### src/rtl/rf_wb_arb.sv
// rf_wb_arb: writeback arbiter feeding the 6R3W register file (optional macro WB_SECOND_ALU_PORT_EN enables ALU1 on port2)
module rf_wb_arb #(
    parameter int WIDTH        = 64,
    parameter int LG_DEPTH     = 7,
    parameter int STARVE_LIMIT = 4
) (
    input  logic                clk_i,
    input  logic                reset_i,
    input  logic                alu0_valid_i,
    input  logic [LG_DEPTH-1:0] alu0_ptr_i,
    input  logic [WIDTH-1:0]    alu0_data_i,
    input  logic                alu1_valid_i,
    input  logic [LG_DEPTH-1:0] alu1_ptr_i,
    input  logic [WIDTH-1:0]    alu1_data_i,
    input  logic                md_valid_i,
    input  logic [LG_DEPTH-1:0] md_ptr_i,
    input  logic [WIDTH-1:0]    md_data_i,
    output logic                md_ready_o,
    input  logic                mem_valid_i,
    input  logic [LG_DEPTH-1:0] mem_ptr_i,
    input  logic [WIDTH-1:0]    mem_data_i,
    output logic                wen0_o,
    output logic                wen1_o,
    output logic                wen2_o,
    output logic [LG_DEPTH-1:0] wrptr0_o,
    output logic [LG_DEPTH-1:0] wrptr1_o,
    output logic [LG_DEPTH-1:0] wrptr2_o,
    output logic [WIDTH-1:0]    wr0_o,
    output logic [WIDTH-1:0]    wr1_o,
    output logic [WIDTH-1:0]    wr2_o,
    output logic [2:0]          wake_vec_o,
    output logic                alu_hold_o,
    output logic                bank_err_o
);
    typedef enum logic [1:0] {S_IDLE, S_WAIT, S_HOLD} state_t;
    localparam int MSB = LG_DEPTH - 1;
    state_t              state_q;
    logic [3:0]          cnt_q;
    logic                alu_hold_q, bank_err_q;
    logic                wen0_q, wen1_q, wen2_q;
    logic [LG_DEPTH-1:0] wrptr0_q, wrptr1_q, wrptr2_q;
    logic [WIDTH-1:0]    wr0_q, wr1_q, wr2_q;
    logic                slot, md_acc, stall;
    logic                s0_v, s2_v;
    logic [LG_DEPTH-1:0] s0_ptr, s2_ptr;
    logic [WIDTH-1:0]    s0_data, s2_data;
    logic                wen0_d, wen1_d, wen2_d, dup, bank_err_d;
`ifdef WB_SECOND_ALU_PORT_EN
    assign slot    = !alu0_valid_i || !alu1_valid_i;
    assign s2_v    = alu1_valid_i || (md_valid_i && alu0_valid_i);
    assign s2_ptr  = alu1_valid_i ? alu1_ptr_i : md_ptr_i;
    assign s2_data = alu1_valid_i ? alu1_data_i : md_data_i;
`else
    logic unused_alu1;
    assign unused_alu1 = ^{alu1_valid_i, alu1_ptr_i, alu1_data_i};
    assign slot    = !alu0_valid_i;
    assign s2_v    = 1'b0;
    assign s2_ptr  = '0;
    assign s2_data = '0;
`endif
    assign md_ready_o = slot && !reset_i;
    assign md_acc     = md_valid_i && md_ready_o;
    assign stall      = md_valid_i && !md_ready_o;
    assign s0_v       = alu0_valid_i || md_valid_i;
    assign s0_ptr     = alu0_valid_i ? alu0_ptr_i : md_ptr_i;
    assign s0_data    = alu0_valid_i ? alu0_data_i : md_data_i;
    // preg 0 is hardwired zero: the handshake completes but no write is issued
    assign wen0_d = s0_v && |s0_ptr;
    assign wen1_d = mem_valid_i && |mem_ptr_i;
    assign wen2_d = s2_v && |s2_ptr;
    assign dup = (wen0_d && wen1_d && s0_ptr == mem_ptr_i) ||
                 (wen0_d && wen2_d && s0_ptr == s2_ptr) ||
                 (wen1_d && wen2_d && mem_ptr_i == s2_ptr);
    assign bank_err_d = bank_err_q || (s0_v && s0_ptr[MSB]) || (s2_v && s2_ptr[MSB]) ||
                        (mem_valid_i && !mem_ptr_i[MSB]) || dup;
    assign wen0_o     = wen0_q;
    assign wen1_o     = wen1_q;
    assign wen2_o     = wen2_q;
    assign wrptr0_o   = wrptr0_q;
    assign wrptr1_o   = wrptr1_q;
    assign wrptr2_o   = wrptr2_q;
    assign wr0_o      = wr0_q;
    assign wr1_o      = wr1_q;
    assign wr2_o      = wr2_q;
    assign wake_vec_o = {wen2_q, wen1_q, wen0_q};
    assign alu_hold_o = alu_hold_q;
    assign bank_err_o = bank_err_q;
    // Register the write ports; pointer and data hold whenever the enable is low
    always_ff @(posedge clk_i or posedge reset_i) begin
        if (reset_i) begin
            {wen0_q, wen1_q, wen2_q} <= '0;
            {wrptr0_q, wrptr1_q, wrptr2_q} <= '0;
            {wr0_q, wr1_q, wr2_q} <= '0;
            bank_err_q <= 1'b0;
        end else begin
            wen0_q     <= wen0_d;
            wen1_q     <= wen1_d;
            wen2_q     <= wen2_d;
            bank_err_q <= bank_err_d;
            if (wen0_d) begin
                wrptr0_q <= s0_ptr;
                wr0_q    <= s0_data;
            end
            if (wen1_d) begin
                wrptr1_q <= mem_ptr_i;
                wr1_q    <= mem_data_i;
            end
            if (wen2_d) begin
                wrptr2_q <= s2_ptr;
                wr2_q    <= s2_data;
            end
        end
    end
    // Starvation tracker: counts stalled mul/div cycles and raises alu_hold at the limit
    always_ff @(posedge clk_i or posedge reset_i) begin
        if (reset_i) begin
            state_q    <= S_IDLE;
            cnt_q      <= '0;
            alu_hold_q <= 1'b0;
        end else begin
            case (state_q)
                S_IDLE: if (stall) begin
                    state_q    <= (STARVE_LIMIT == 1) ? S_HOLD : S_WAIT;
                    alu_hold_q <= (STARVE_LIMIT == 1);
                    cnt_q      <= 4'd1;
                end
                S_WAIT: if (!stall) begin
                    state_q <= S_IDLE;
                    cnt_q   <= '0;
                end else begin
                    cnt_q <= cnt_q + 4'd1;
                    if (cnt_q + 4'd1 == 4'(STARVE_LIMIT)) begin
                        state_q    <= S_HOLD;
                        alu_hold_q <= 1'b1;
                    end
                end
                default: if (!stall) begin
                    state_q    <= S_IDLE;
                    cnt_q      <= '0;
                    alu_hold_q <= 1'b0;
                end
            endcase
        end
    end
endmodule
### config.mk
export PLATFORM = sky130hd
export DESIGN_NAME = rf_wb_arb
export DESIGN_NICKNAME = d
export VERILOG_FILES = /design/src/rtl/rf_wb_arb.sv
export SDC_FILE = /design/constraint.sdc
export NUM_CORES = 1
export LEC_CHECK = 0
export BUFFER_PORTS_ARGS = -buffer_cell sky130_fd_sc_hd__buf_2
export CORE_AREA = 2 2 197 199
export CTS_CLUSTER_DIAMETER = 120
export CTS_CLUSTER_SIZE = 12
export DETAILED_ROUTE_END_ITERATION = 8
export DIE_AREA = 0 0 199 201
export GPL_TIMING_DRIVEN = 0
export PLACE_DENSITY_LB_ADDON = 0.25
export RECOVER_POWER = 25
export SETUP_SLACK_MARGIN = 0.4
export SYNTH_ARGS = -nofsm -noshare
export SYNTH_HDL_FRONTEND = slang
export SYNTH_SLANG_ARGS = --single-unit
### constraint.sdc
create_clock -name clk_i -period 5.5 [get_ports clk_i]
set_input_delay 0.275 -clock clk_i [delete_from_list [all_inputs] [get_ports clk_i]]
set_output_delay 0.275 -clock clk_i [all_outputs]
set_load 0.02 [all_outputs]
==> results of run 1 <==
-- layer usage --
metal  global-route usage  vias up  part of all wire
met5                    0        -            0.0011
met3              0.05057       27              0.11
met1               0.1192     2568              0.38
li1                     -     2657                 -
met4              0.04797        4             0.022
met2               0.1896      284              0.49
-- synth_stat cells (2+ instances only) --
| cell | count | share of area |
|---|---|---|
| ha_1 | 2 | 0.0034 |
| a31oi_1 | 2 | 0.0017 |
| nand2_1 | 26 | 0.013 |
| a21oi_1 | 7 | 0.0048 |
| o22ai_1 | 3 | 0.0026 |
| nand2b_1 | 3 | 0.0026 |
| nor2_1 | 7 | 0.0036 |
| dfrtp_1 | 152 | 0.52 |
| inv_1 | 7 | 0.0036 |
| a22oi_1 | 2 | 0.0021 |
| buf_4 | 75 | 0.077 |
| mux2_2 | 180 | 0.28 |
| mux2_1 | 24 | 0.037 |
| buf_6 | 7 | 0.011 |
| o21ai_0 | 8 | 0.0055 |
| clkbuf_1 | 12 | 0.0062 |
| buf_2 | 7 | 0.0048 |
-- layout by cell type (no fill, tap or decap), types with 8 or more instances in the layout --
cell type	instances
buf_2	292
buf_4	75
clkbuf_1	92
clkbuf_16	17
conb_1	73
dfrtp_1	152
mux2_1	24
mux2_2	180
nand2_1	26
o21ai_0	8
-- worst min-delay path by stage --
stage                                  startpoint                      end  slack (ns)  cells after the start
after CTS                            mem_ptr_i[3]  wrptr1_o[3]$_DFFE_PP0P_        0.01                      3
after floorplan                      mem_ptr_i[0]  wrptr1_o[0]$_DFFE_PP0P_        0.38                      2
after global routing                mem_data_i[5]     wr1_o[5]$_DFFE_PP0P_        0.03                      2
final                                mem_ptr_i[3]  wrptr1_o[3]$_DFFE_PP0P_        0.05                      3
after detailed placement                  reset_i   state_q[1]$_DFFE_PP0P_        0.30                      2
after global placement    wrptr1_o[0]$_DFFE_PP0P_  wrptr1_o[0]$_DFFE_PP0P_        0.46                      2
-- state kept, by name (all words and copies together) (netlist names) --
signal	cells
alu_hold_o	1
bank_err_o	1
cnt_q	4
state_q	2
wen0_o	1
wen1_o	1
wr0_o	64
wr1_o	64
wrptr0_o	7
wrptr1_o	7
-- final cells by class --
| cell class | instances | share of cell area |
|---|---|---|
| Clock inverter | 11 | 0.02018 |
| Antenna cell | 2 | 0.0004693 |
| Sequential cell | 152 | 0.3567 |
| Tap cell | 518 | 0.06078 |
| Buffer | 101 | 0.06770 |
| Inverter | 7 | 0.002581 |
| Multi-Input combinational cell | 353 | 0.2824 |
| Clock buffer | 21 | 0.04412 |
| Timing Repair Buffer | 366 | 0.1651 |
-- what timing repair did --
| action | 4_1_cts | 5_1_grt |
|---|---|---|
| hold buffers | 1 | 0 |
| setup buffers | 0 | 0 |
| hold endpoints to repair | 35 | 0 |
-- report_power, final --
part           switching (mW)  total (mW)  internal [mW]
logic                   0.398       0.695          0.297
registers              0.0631        1.30           1.24
clock network           0.492        1.38          0.889
-- critical path: cells and delay by family --
family	cells	cell delay, ns
multiplexers	2	0.72
buffers and inverters	3	1.60
-- logic make-up (layout without fill, tap and decap cells) --
logic type                 Yosys count  in the layout
AOI/OAI and AO/OA                   29             29
other                                1             75
DFF                                152            152
buffers and inverters              108            506
muxes                              204            204
adders and majority gates            2              2
and+or+nand+nor                     45             45
==> flow_metrics.env, run 1 <==
export IMPL_outcome="complete, but fails checks"
export IMPL_violations="capacitance limit, slew limit"
export IMPL_core_sq_mm=0.03811
export IMPL_leakagePower_nw=5.081
export IMPL_worst_path_max_delay_cell="clkbuf_1"
export IMPL_first_global_vias=5582
export IMPL_die_w_um=199
export IMPL_clock_path_buffers=2
export IMPL_synth_seq_cells=152
export IMPL_tightest_slew_ns=1.879
export IMPL_antenna_found_initial=6
export IMPL_finalSetupTns_ns=0
export IMPL_row_count=72
export IMPL_yosys_area_share_simple=0.02951
export IMPL_cts_tree="yes"
export IMPL_clkSinkCount=152
export IMPL_end_kind="flip-flop"
export IMPL_r2r_cells=5
export IMPL_synth_adder_area_share=0.003431
export IMPL_fmax_mhz=435.7
export IMPL_r2r_start="cnt_q[0]$_DFFE_PP0P_"
export IMPL_max_stage_delay_ns=0.68
export IMPL_crit_path_start="alu0_valid_i"
export IMPL_holdWs_ns=0.05153
export IMPL_synth_async_reset_ratio=1.000
export IMPL_synth_flop_cell="dfrtp_1"
export IMPL_layout_drive_gt1_share=0.5846
export IMPL_peakVddDrop_mv=0.2437
export IMPL_dr_total_vias=5540
export IMPL_layout_min_cycle_time_ns=2.295
export IMPL_dieHeight_um=201
export IMPL_dp_cells=1496
export IMPL_rsz0062_at_grt="no"
export IMPL_critPathArrivalTime_ns=2.61
export IMPL_gr_total_overflow=0
export IMPL_slew_headroom=-0.2599
export IMPL_report_final_hold_viol_count=0
export IMPL_die_area_sq_mm=0.04000
export IMPL_multi_input_area_sq_mm=0.003012
export IMPL_dpl_worst_slack_ns=2.534
export IMPL_clockRootBuffer="clkbuf_16"
export IMPL_setup_ws_ns=3.205
export IMPL_yosysSeqAreaShare=0.5215
export IMPL_r2r_end="alu_hold_o$_DFFE_PP0P_"
export IMPL_seqCellArea_sq_mm=0.003804
export IMPL_start_util=0.1914
export IMPL_crit_top_cell="clkbuf_1"
export IMPL_grt_pass1_wl_um=32940
export IMPL_synth_edff_count=0
export IMPL_crit_chain="clkbuf_1, clkbuf_1, clkbuf_1, mux2_2, mux2_1"
export IMPL_grt_total_usage=0.1117
export IMPL_syn_area_per_cell_sq_um=13.48
export IMPL_cts_htree_levels=4
export IMPL_p_total_mw=3.375
export IMPL_power_density_mw_per_mm2=316.5
export IMPL_finalMaxSlewViolations=36
export IMPL_final_area_sq_mm=0.01066
export IMPL_hold_path_class="primary input to flip-flop"
export IMPL_synth_mux_area_frac=0.3150
export IMPL_dp_hpwl_um=17670
export IMPL_wl_per_cell_um=14.60
export IMPL_worstPathRequired_ns=5.82
export IMPL_final_fill_count=4090
export IMPL_gp_congestion=0.7237
export IMPL_final_util=0.2798
export IMPL_synth_cells=541
export IMPL_ios=512
export IMPL_synth_xor_area_frac=0
export IMPL_yosysWarnings=0
export IMPL_place_area_sq_mm=0.01007
export IMPL_synth_cell_type_count=34
export IMPL_synth_top_family_by_area="multiplexers"
export IMPL_fin_skew_ns=0.004281
export IMPL_insertion_delay_ns=0.43
export IMPL_io_buffers=364
export IMPL_synth_area_sq_mm=0.007293
export IMPL_maxCapViolCount=1
export IMPL_setup_viol=0
export IMPL_area_growth_syn_to_layout_pct=46.22
export IMPL_cts_made_buffers=17
export IMPL_crit_path_end="wr0_o[55]$_DFFE_PP0P_"
export IMPL_clk_pin_slew_worst_paths_ns=0.06
export IMPL_drtIter0Drc=132
export IMPL_wirelength_um=22360
export IMPL_final_cells=1531
export IMPL_crit_type="primary input to flip-flop"
export IMPL_r2r_slack_ns=3.87
export IMPL_synth_compound_area_frac=0.02745
export IMPL_path_max_fanout=10
export IMPL_grt_max_degree=118
export IMPL_drc=0
export IMPL_dr_pass1_iters=4
export IMPL_cts_resized=0
export IMPL_period_share=0.4173
export IMPL_viasPerCell=3.619
export IMPL_crit_path_start_kind="primary input"
export IMPL_final_nets=1290
export IMPL_ant_nets=0
No activity file was read; power rests on OpenSTA's default activity.
==> run 2: changes to the inputs <==
--- a/config.mk
+++ b/config.mk
@@ -5,12 +5,13 @@
 export SDC_FILE = /design/constraint.sdc
 export NUM_CORES = 1
 export LEC_CHECK = 0
+export ABC_AREA = 1
 export BUFFER_PORTS_ARGS = -buffer_cell sky130_fd_sc_hd__buf_2
-export CORE_AREA = 2 2 197 199
+export CORE_AREA = 2 2 199 201
 export CTS_CLUSTER_DIAMETER = 120
 export CTS_CLUSTER_SIZE = 12
 export DETAILED_ROUTE_END_ITERATION = 8
-export DIE_AREA = 0 0 199 201
+export DIE_AREA = 0 0 201 203
 export GPL_TIMING_DRIVEN = 0
 export PLACE_DENSITY_LB_ADDON = 0.25
 export RECOVER_POWER = 25
==> constraint.sdc (replaced) <==
create_clock -name clk_i -period 2.15 [get_ports clk_i]
set_input_delay 0.1075 -clock clk_i [delete_from_list [all_inputs] [get_ports clk_i]]
set_output_delay 0.1075 -clock clk_i [all_outputs]
set_load 0.02 [all_outputs]
==> run 2 against run 1 <==
Net effect:
- the flow now finishes without violations
- sequential share of layout area fell by 4.6 points
- synthesized cell count rose by 83%
- flip-flop and latch count did not move
- setup slack got worse by 2.7 ns
- clock skew fell by 0.0033 ns
- clock power rose by 120%
- utilization rose by 3.8 points
==> flow_metrics.env, run 2 <==
export IMPL_outcome="finished clean"
export IMPL_synth_compound_area_frac=0.007869
export IMPL_ys_top_cells_by_count="nand2_1 (580), dfrtp_1 (152), buf_4 (76)"
export IMPL_critPathArrivalTime_ns=1.99
export IMPL_synth_edff_count=0
export IMPL_insertion_delay_ns=0.43
export IMPL_yosysTopAreaCellShare=0.5090
export IMPL_peakVddDrop_mv=0.4286
export IMPL_final_nets=1881
export IMPL_r2r_cells=5
export IMPL_synth_area_leader_cell="dfrtp_1"
export IMPL_setup_viol=0
export IMPL_fmax_mhz=614.8
export IMPL_layout_drive_gt1_share=0.2954
export IMPL_whs_path_depth=5
export IMPL_place_area_sq_mm=0.01031
export IMPL_gr_total_overflow=0
export IMPL_crit_type="primary input to flip-flop"
export IMPL_final_area_sq_mm=0.01223
export IMPL_synth_area_top_cells="dfrtp_1 (51%), nand2_1 (29%), buf_4 (7.6%), nand3_1 (5.0%), buf_6 (1.4%)"
export IMPL_dr_total_vias=7991
export IMPL_p_total_mw=8.359
export IMPL_gp_congestion=0.8895
export IMPL_crit_path_start_kind="primary input"
export IMPL_most_common_layout_cells="nand2_1 (580), buf_2 (348), dfrtp_1 (152), dlygate4sd3_1 (137), buf_4 (76)"
export IMPL_r2r_start="cnt_q[0]$_DFFE_PP0P_"
export IMPL_setup_ws_ns=0.5233
export IMPL_leakagePower_nw=6.985
export IMPL_die_area_sq_mm=0.04080
export IMPL_first_global_vias=7971
export IMPL_rsz0062_at_grt="no"
export IMPL_final_util=0.3179
export IMPL_ios=512
export IMPL_hold_start="md_data_i[47]"
export IMPL_yosysSeqAreaShare=0.5090
export IMPL_r2r_slack_ns=0.83
export IMPL_path_max_fanout=10
export IMPL_dpl_worst_slack_ns=0.1607
export IMPL_core_sq_mm=0.03847
export IMPL_clockRootBuffer="clkbuf_16"
export IMPL_final_cells=2119
export IMPL_drc=0
export IMPL_cts_made_buffers=17
export IMPL_dp_cells=1951
export IMPL_syn_area_per_cell_sq_um=7.541
export IMPL_start_util=0.1943
export IMPL_synth_cells=991
export IMPL_hold_path_class="primary input to flip-flop"
export IMPL_tightest_slew_ns=1.422
export IMPL_antenna_found_initial=0
export IMPL_drtIter0Drc=350
export IMPL_grt_max_degree=39
export IMPL_post_synth_top_count_cell="nand2_1"
export IMPL_grt_total_usage=0.1394
export IMPL_synth_xor_area_frac=0.002344
export IMPL_period_share=0.7566
export IMPL_synth_top_family_by_area="simple AND/OR/NAND/NOR gates"
export IMPL_crit_path_start="alu0_valid_i"
export IMPL_grt_pass1_wl_um=44150
export IMPL_die_w_um=201
export IMPL_synth_mux_area_frac=0
export IMPL_synth_async_reset_ratio=1.000
export IMPL_power_density_mw_per_mm2=683.7
export IMPL_slew_headroom=0.04694
export IMPL_clk_pin_slew_worst_paths_ns=0.06
export IMPL_holdPathEnd="wr0_o[47]$_DFFE_PP0P_"
export IMPL_finalSetupTns_ns=0
export IMPL_area_growth_syn_to_layout_pct=63.60
export IMPL_cts_tree="yes"
export IMPL_dr_pass1_iters=4
export IMPL_yosys_area_share_simple=0.3497
export IMPL_synth_cell_type_count=22
export IMPL_synth_flop_cell="dfrtp_1"
export IMPL_row_count=72
export IMPL_wirelength_um=28880
export IMPL_synth_seq_cells=152
export IMPL_clkSinkCount=152
export IMPL_io_buffers=366
export IMPL_clock_path_buffers=2
export IMPL_synth_area_sq_mm=0.007473
export IMPL_viasPerCell=3.771
export IMPL_cts_htree_levels=4
export IMPL_finalMaxSlewViolations=0
export IMPL_wl_per_cell_um=13.63
export IMPL_yosysWarnings=0
export IMPL_report_final_hold_viol_count=0
export IMPL_fin_skew_ns=0.001005
export IMPL_dieHeight_um=203
export IMPL_worstPathRequired_ns=2.52
export IMPL_r2r_end="alu_hold_o$_DFFE_PP0P_"
export IMPL_ant_nets=0
export IMPL_layout_min_cycle_time_ns=1.627
export IMPL_end_kind="flip-flop"
export IMPL_dp_hpwl_um=22050
export IMPL_maxCapViolCount=0
export IMPL_mostFrequentLayoutCell="nand2_1"
export IMPL_antenna_cells=0
export IMPL_synth_adder_area_share=0.003348
export IMPL_holdWs_ns=0.02772
## run 2: cell types whose count changed after synthesis, moves of 4 or more
cell      delta
mux2_1      -24
buf_1        +7
nand2_1    +554
inv_1       +20
a21oi_1      -4
buf_2        +6
mux2_2     -180
nand3_1     +73
clkbuf_1     +9
## run 2: how the worst max path moves through the flow
| stage | to | slack (ns) | cells past startpoint |
|---|---|---|---|
| after global routing | wrptr1_o[3]$_DFFE_PP0P_ | 0.32 | 5 |
| after CTS | wr0_o[48]$_DFFE_PP0P_ | 0.48 | 9 |
| after floorplan | alu_hold_o$_DFFE_PP0P_ | 0.13 | 1 |
| after detailed placement | wr0_o[52]$_DFFE_PP0P_ | 0.16 | 6 |
| final | wr0_o[5]$_DFFE_PP0P_ | 0.52 | 9 |
| after global placement | wr1_o[7]$_DFFE_PP0P_ | -1.13 | 2 |
## run 2: final cells by class
class	count	area, sq um
flip-flops and latches	152	3804
clock inverters	12	151.4
clock buffers	19	432.9
fillers	4173	26240
plain buffers	126	845.8
repair buffers	507	3246
multi-input cells	756	2989
inverters	29	110.1
well taps	518	648.1
## run 2: logic make-up after synthesis
group | count (synthesis)
AOI/OAI and AO/OA | 11
xor gates and xnor gates | 2
adders and majority gates | 2
buffers and inverters | 155
DFF | 152
other | 1
and+or+nand+nor | 668
## run 2: routing by layer
| layer | wire [um] | global-route usage | vias up | part of all wire |
|---|---|---|---|---|
| met5 | 0 | 0 | - | 0 |
| met4 | 504 | 0.04735 | 0 | 0.017 |
| met3 | 2016 | 0.04077 | 23 | 0.070 |
| met2 | 14110 | 0.2441 | 314 | 0.49 |
| met1 | 12250 | 0.1627 | 3583 | 0.42 |
| li1 | - | - | 4071 | - |
## run 2: worst max-delay path: stages
cell and delay, ns:
buf_2 0.10, buf_4 0.16, buf_2 0.36, buf_1 0.39, nand2_1 0.09, nand2_1 0.08, dlygate4sd3_1 0.54, nand3_1 0.07
nand2_1 0.08
## run 2: what timing repair did
action,CTS,global route
hold endpoints to repair,134,0
setup endpoints to repair,0,7
buffers inserted,0,0
hold buffers,137,0
resized for setup,0,2
## run 2: power by group
group          internal, mW  switching, mW  total [mW]
clock network          1.82           1.26        3.08
registers              3.13          0.152        3.28
logic                 0.803           1.20        2.00
==> run 3: changes to the inputs <==
==> constraint.sdc (replaced) <==
create_clock -name clk_i -period 1.7 [get_ports clk_i]
set_input_delay 0.085 -clock clk_i [delete_from_list [all_inputs] [get_ports clk_i]]
set_output_delay 0.085 -clock clk_i [all_outputs]
set_load 0.02 [all_outputs]
==> run 3 against run 2 <==
Net effect:
- sequential share of layout area decreased by 1.2 points
- worst hold slack improved by 0.0056 ns
- sequential power increased by 26%
- die area unchanged
- wire length increased by 2.7%
- final area rose by 3.9%
- register-to-register slack worse by 0.36 ns
- via count increased by 2.0%
==> flow_metrics.env, run 3 (synthesized netlist as in run 2, its figures left out) <==
export IMPL_outcome="finished clean"
export IMPL_tightest_slew_ns=0.8722
export IMPL_layout_drive_gt1_share=0.3112
export IMPL_area_growth_syn_to_layout_pct=69.98
export IMPL_crit_type="primary input to asynchronous set/reset pin"
export IMPL_drc=0
export IMPL_gr_total_overflow=0
export IMPL_clk_pin_slew_worst_paths_ns=0.06
export IMPL_holdWs_ns=0.03335
export IMPL_grt_pass1_wl_um=45280
export IMPL_dr_total_vias=8154
export IMPL_row_count=72
export IMPL_grt_total_usage=0.1429
export IMPL_fmax_mhz=759.7
export IMPL_finalMaxSlewViolations=0
export IMPL_insertion_delay_ns=0.43
export IMPL_slew_headroom=0.4153
export IMPL_layout_min_cycle_time_ns=1.316
export IMPL_clkSinkCount=152
export IMPL_cts_htree_levels=4
export IMPL_use_met1=0.1636
export IMPL_leakagePower_nw=7.264
export IMPL_grt_max_degree=39
export IMPL_drtIter0Drc=350
export IMPL_worstPathRequired_ns=2.32
export IMPL_ios=512
export IMPL_die_area_sq_mm=0.04080
export IMPL_finalSetupTns_ns=0
export IMPL_mostFrequentLayoutCell="nand2_1"
export IMPL_core_sq_mm=0.03847
export IMPL_gp_congestion=0.8895
export IMPL_die_w_um=201
export IMPL_cts_made_buffers=17
export IMPL_dieHeight_um=203
export IMPL_wirelength_um=29660
export IMPL_viasPerCell=3.775
export IMPL_dp_hpwl_um=22050
export IMPL_dr_pass1_iters=4
export IMPL_met3_usage=0.04350
export IMPL_crit_chain="dlygate4sd3_1, clkbuf_1, clkinvlp_2, buf_12, buf_12"
export IMPL_worst_path_max_delay_cell="clkinvlp_2"
export IMPL_final_cells=2160
export IMPL_start_util=0.1943
export IMPL_clockRootBuffer="clkbuf_16"
export IMPL_crit_top_cell="buf_12"
export IMPL_critPathArrivalTime_ns=1.94
export IMPL_setup_viol=0
export IMPL_cts_tree="yes"
export IMPL_grt_busiest_layer="met2"
export IMPL_maxCapViolCount=0
export IMPL_power_density_mw_per_mm2=840.3
export IMPL_max_stage_delay_ns=0.56
export IMPL_final_nets=1922
export IMPL_met2_usage=0.2491
export IMPL_fin_skew_ns=0.0007474
export IMPL_first_global_vias=8264
export IMPL_antenna_cells=0
export IMPL_end_kind="asynchronous set/reset pin"
export IMPL_final_area_sq_mm=0.01270
export IMPL_peakVddDrop_mv=0.5404
export IMPL_p_total_mw=10.67
export IMPL_path_max_fanout=38
export IMPL_hold_path_class="primary input to flip-flop"
export IMPL_crit_path_start_kind="primary input"
export IMPL_most_common_layout_cells="nand2_1 (580), buf_2 (371), dlygate4sd3_1 (175), dfrtp_1 (152), buf_4 (78)"
export IMPL_ant_nets=0
export IMPL_antenna_found_initial=0
export IMPL_io_buffers=366
export IMPL_wl_per_cell_um=13.73
export IMPL_period_share=0.7743
export IMPL_place_area_sq_mm=0.01031
export IMPL_clock_path_buffers=2
export IMPL_report_final_hold_viol_count=0
export IMPL_rsz0062_at_grt="no"
export IMPL_dp_cells=1951
-- run 3: layer usage --
metal / vias up / wire length, um
met1: 3637 / 12330
met5: - / 0
li1: 4155 / -
met2: 330 / 14420
met3: 32 / 2215
met4: 0 / 694
-- run 3: final timing paths --
check / startpoint / endpoint / slack (ns) / cells after the start
setup / recovery: reset_i / wr1_o[36]$_DFFE_PP0P_ / 0.38 / 5
hold / removal: md_data_i[24] / wr0_o[24]$_DFFE_PP0P_ / 0.03 / 5
setup reg to reg: cnt_q[1]$_DFFE_PP0P_ / alu_hold_o$_DFFE_PP0P_ / 0.47 / 5
hold reg to reg: wr0_o[62]$_DFFE_PP0P_ / wr0_o[62]$_DFFE_PP0P_ / 0.46 / 2
max in group clk_i: mem_ptr_i[0] / wrptr1_o[2]$_DFFE_PP0P_ / 0.45 / 8
min in group asynchronous: reset_i / cnt_q[2]$_DFFE_PP0P_ / 0.38 / 3
-- run 3: area by class of cell --
cell class	count	area (sq um)
buffer	126	853.3
clock buffer	19	432.9
clock inverter	12	151.4
timing repair buffer	547	3676
tap	518	648.1
multi-input combinational	756	3023
sequential	152	3804
inverter	29	110.1
fill	4103	25760
timing repair inverter	1	5.005
-- run 3: repair_timing --
action | 4_1_cts | 5_1_grt
pin swaps | 1 | 2
endpoints found under the hold margin | 152 | 0
hold buffers | 176 | 0
endpoints found under the setup margin | 10 | 129
cloned | 0 | 1
buffers inserted | 2 | 0
resized for setup | 3 | 21
-- run 3: stage by stage --
stage / worst slack, ns / utilization
final: 0.3836 / 0.3302
after global placement: -1.562 / 0.2659
after floorplan: -0.3019 / -
after global routing: 0.2324 / 0.3302
after CTS: 0.3978 / 0.3294
after detailed placement: -0.2668 / 0.2680
-- run 3: worst max-delay path, delay by kind of cell --
| family | cells | cell delay (ns) |
|---|---|---|
| buffers and inverters | 5 | 1.82 |
-- run 3: power by group --
group | internal, mW | total [mW] | switching, mW
Sequential | 3.96 | 4.14 | 0.186
Combinational | 1.10 | 2.63 | 1.54
Clock | 2.30 | 3.90 | 1.60
Total | 7.36 | 10.7 | 3.32
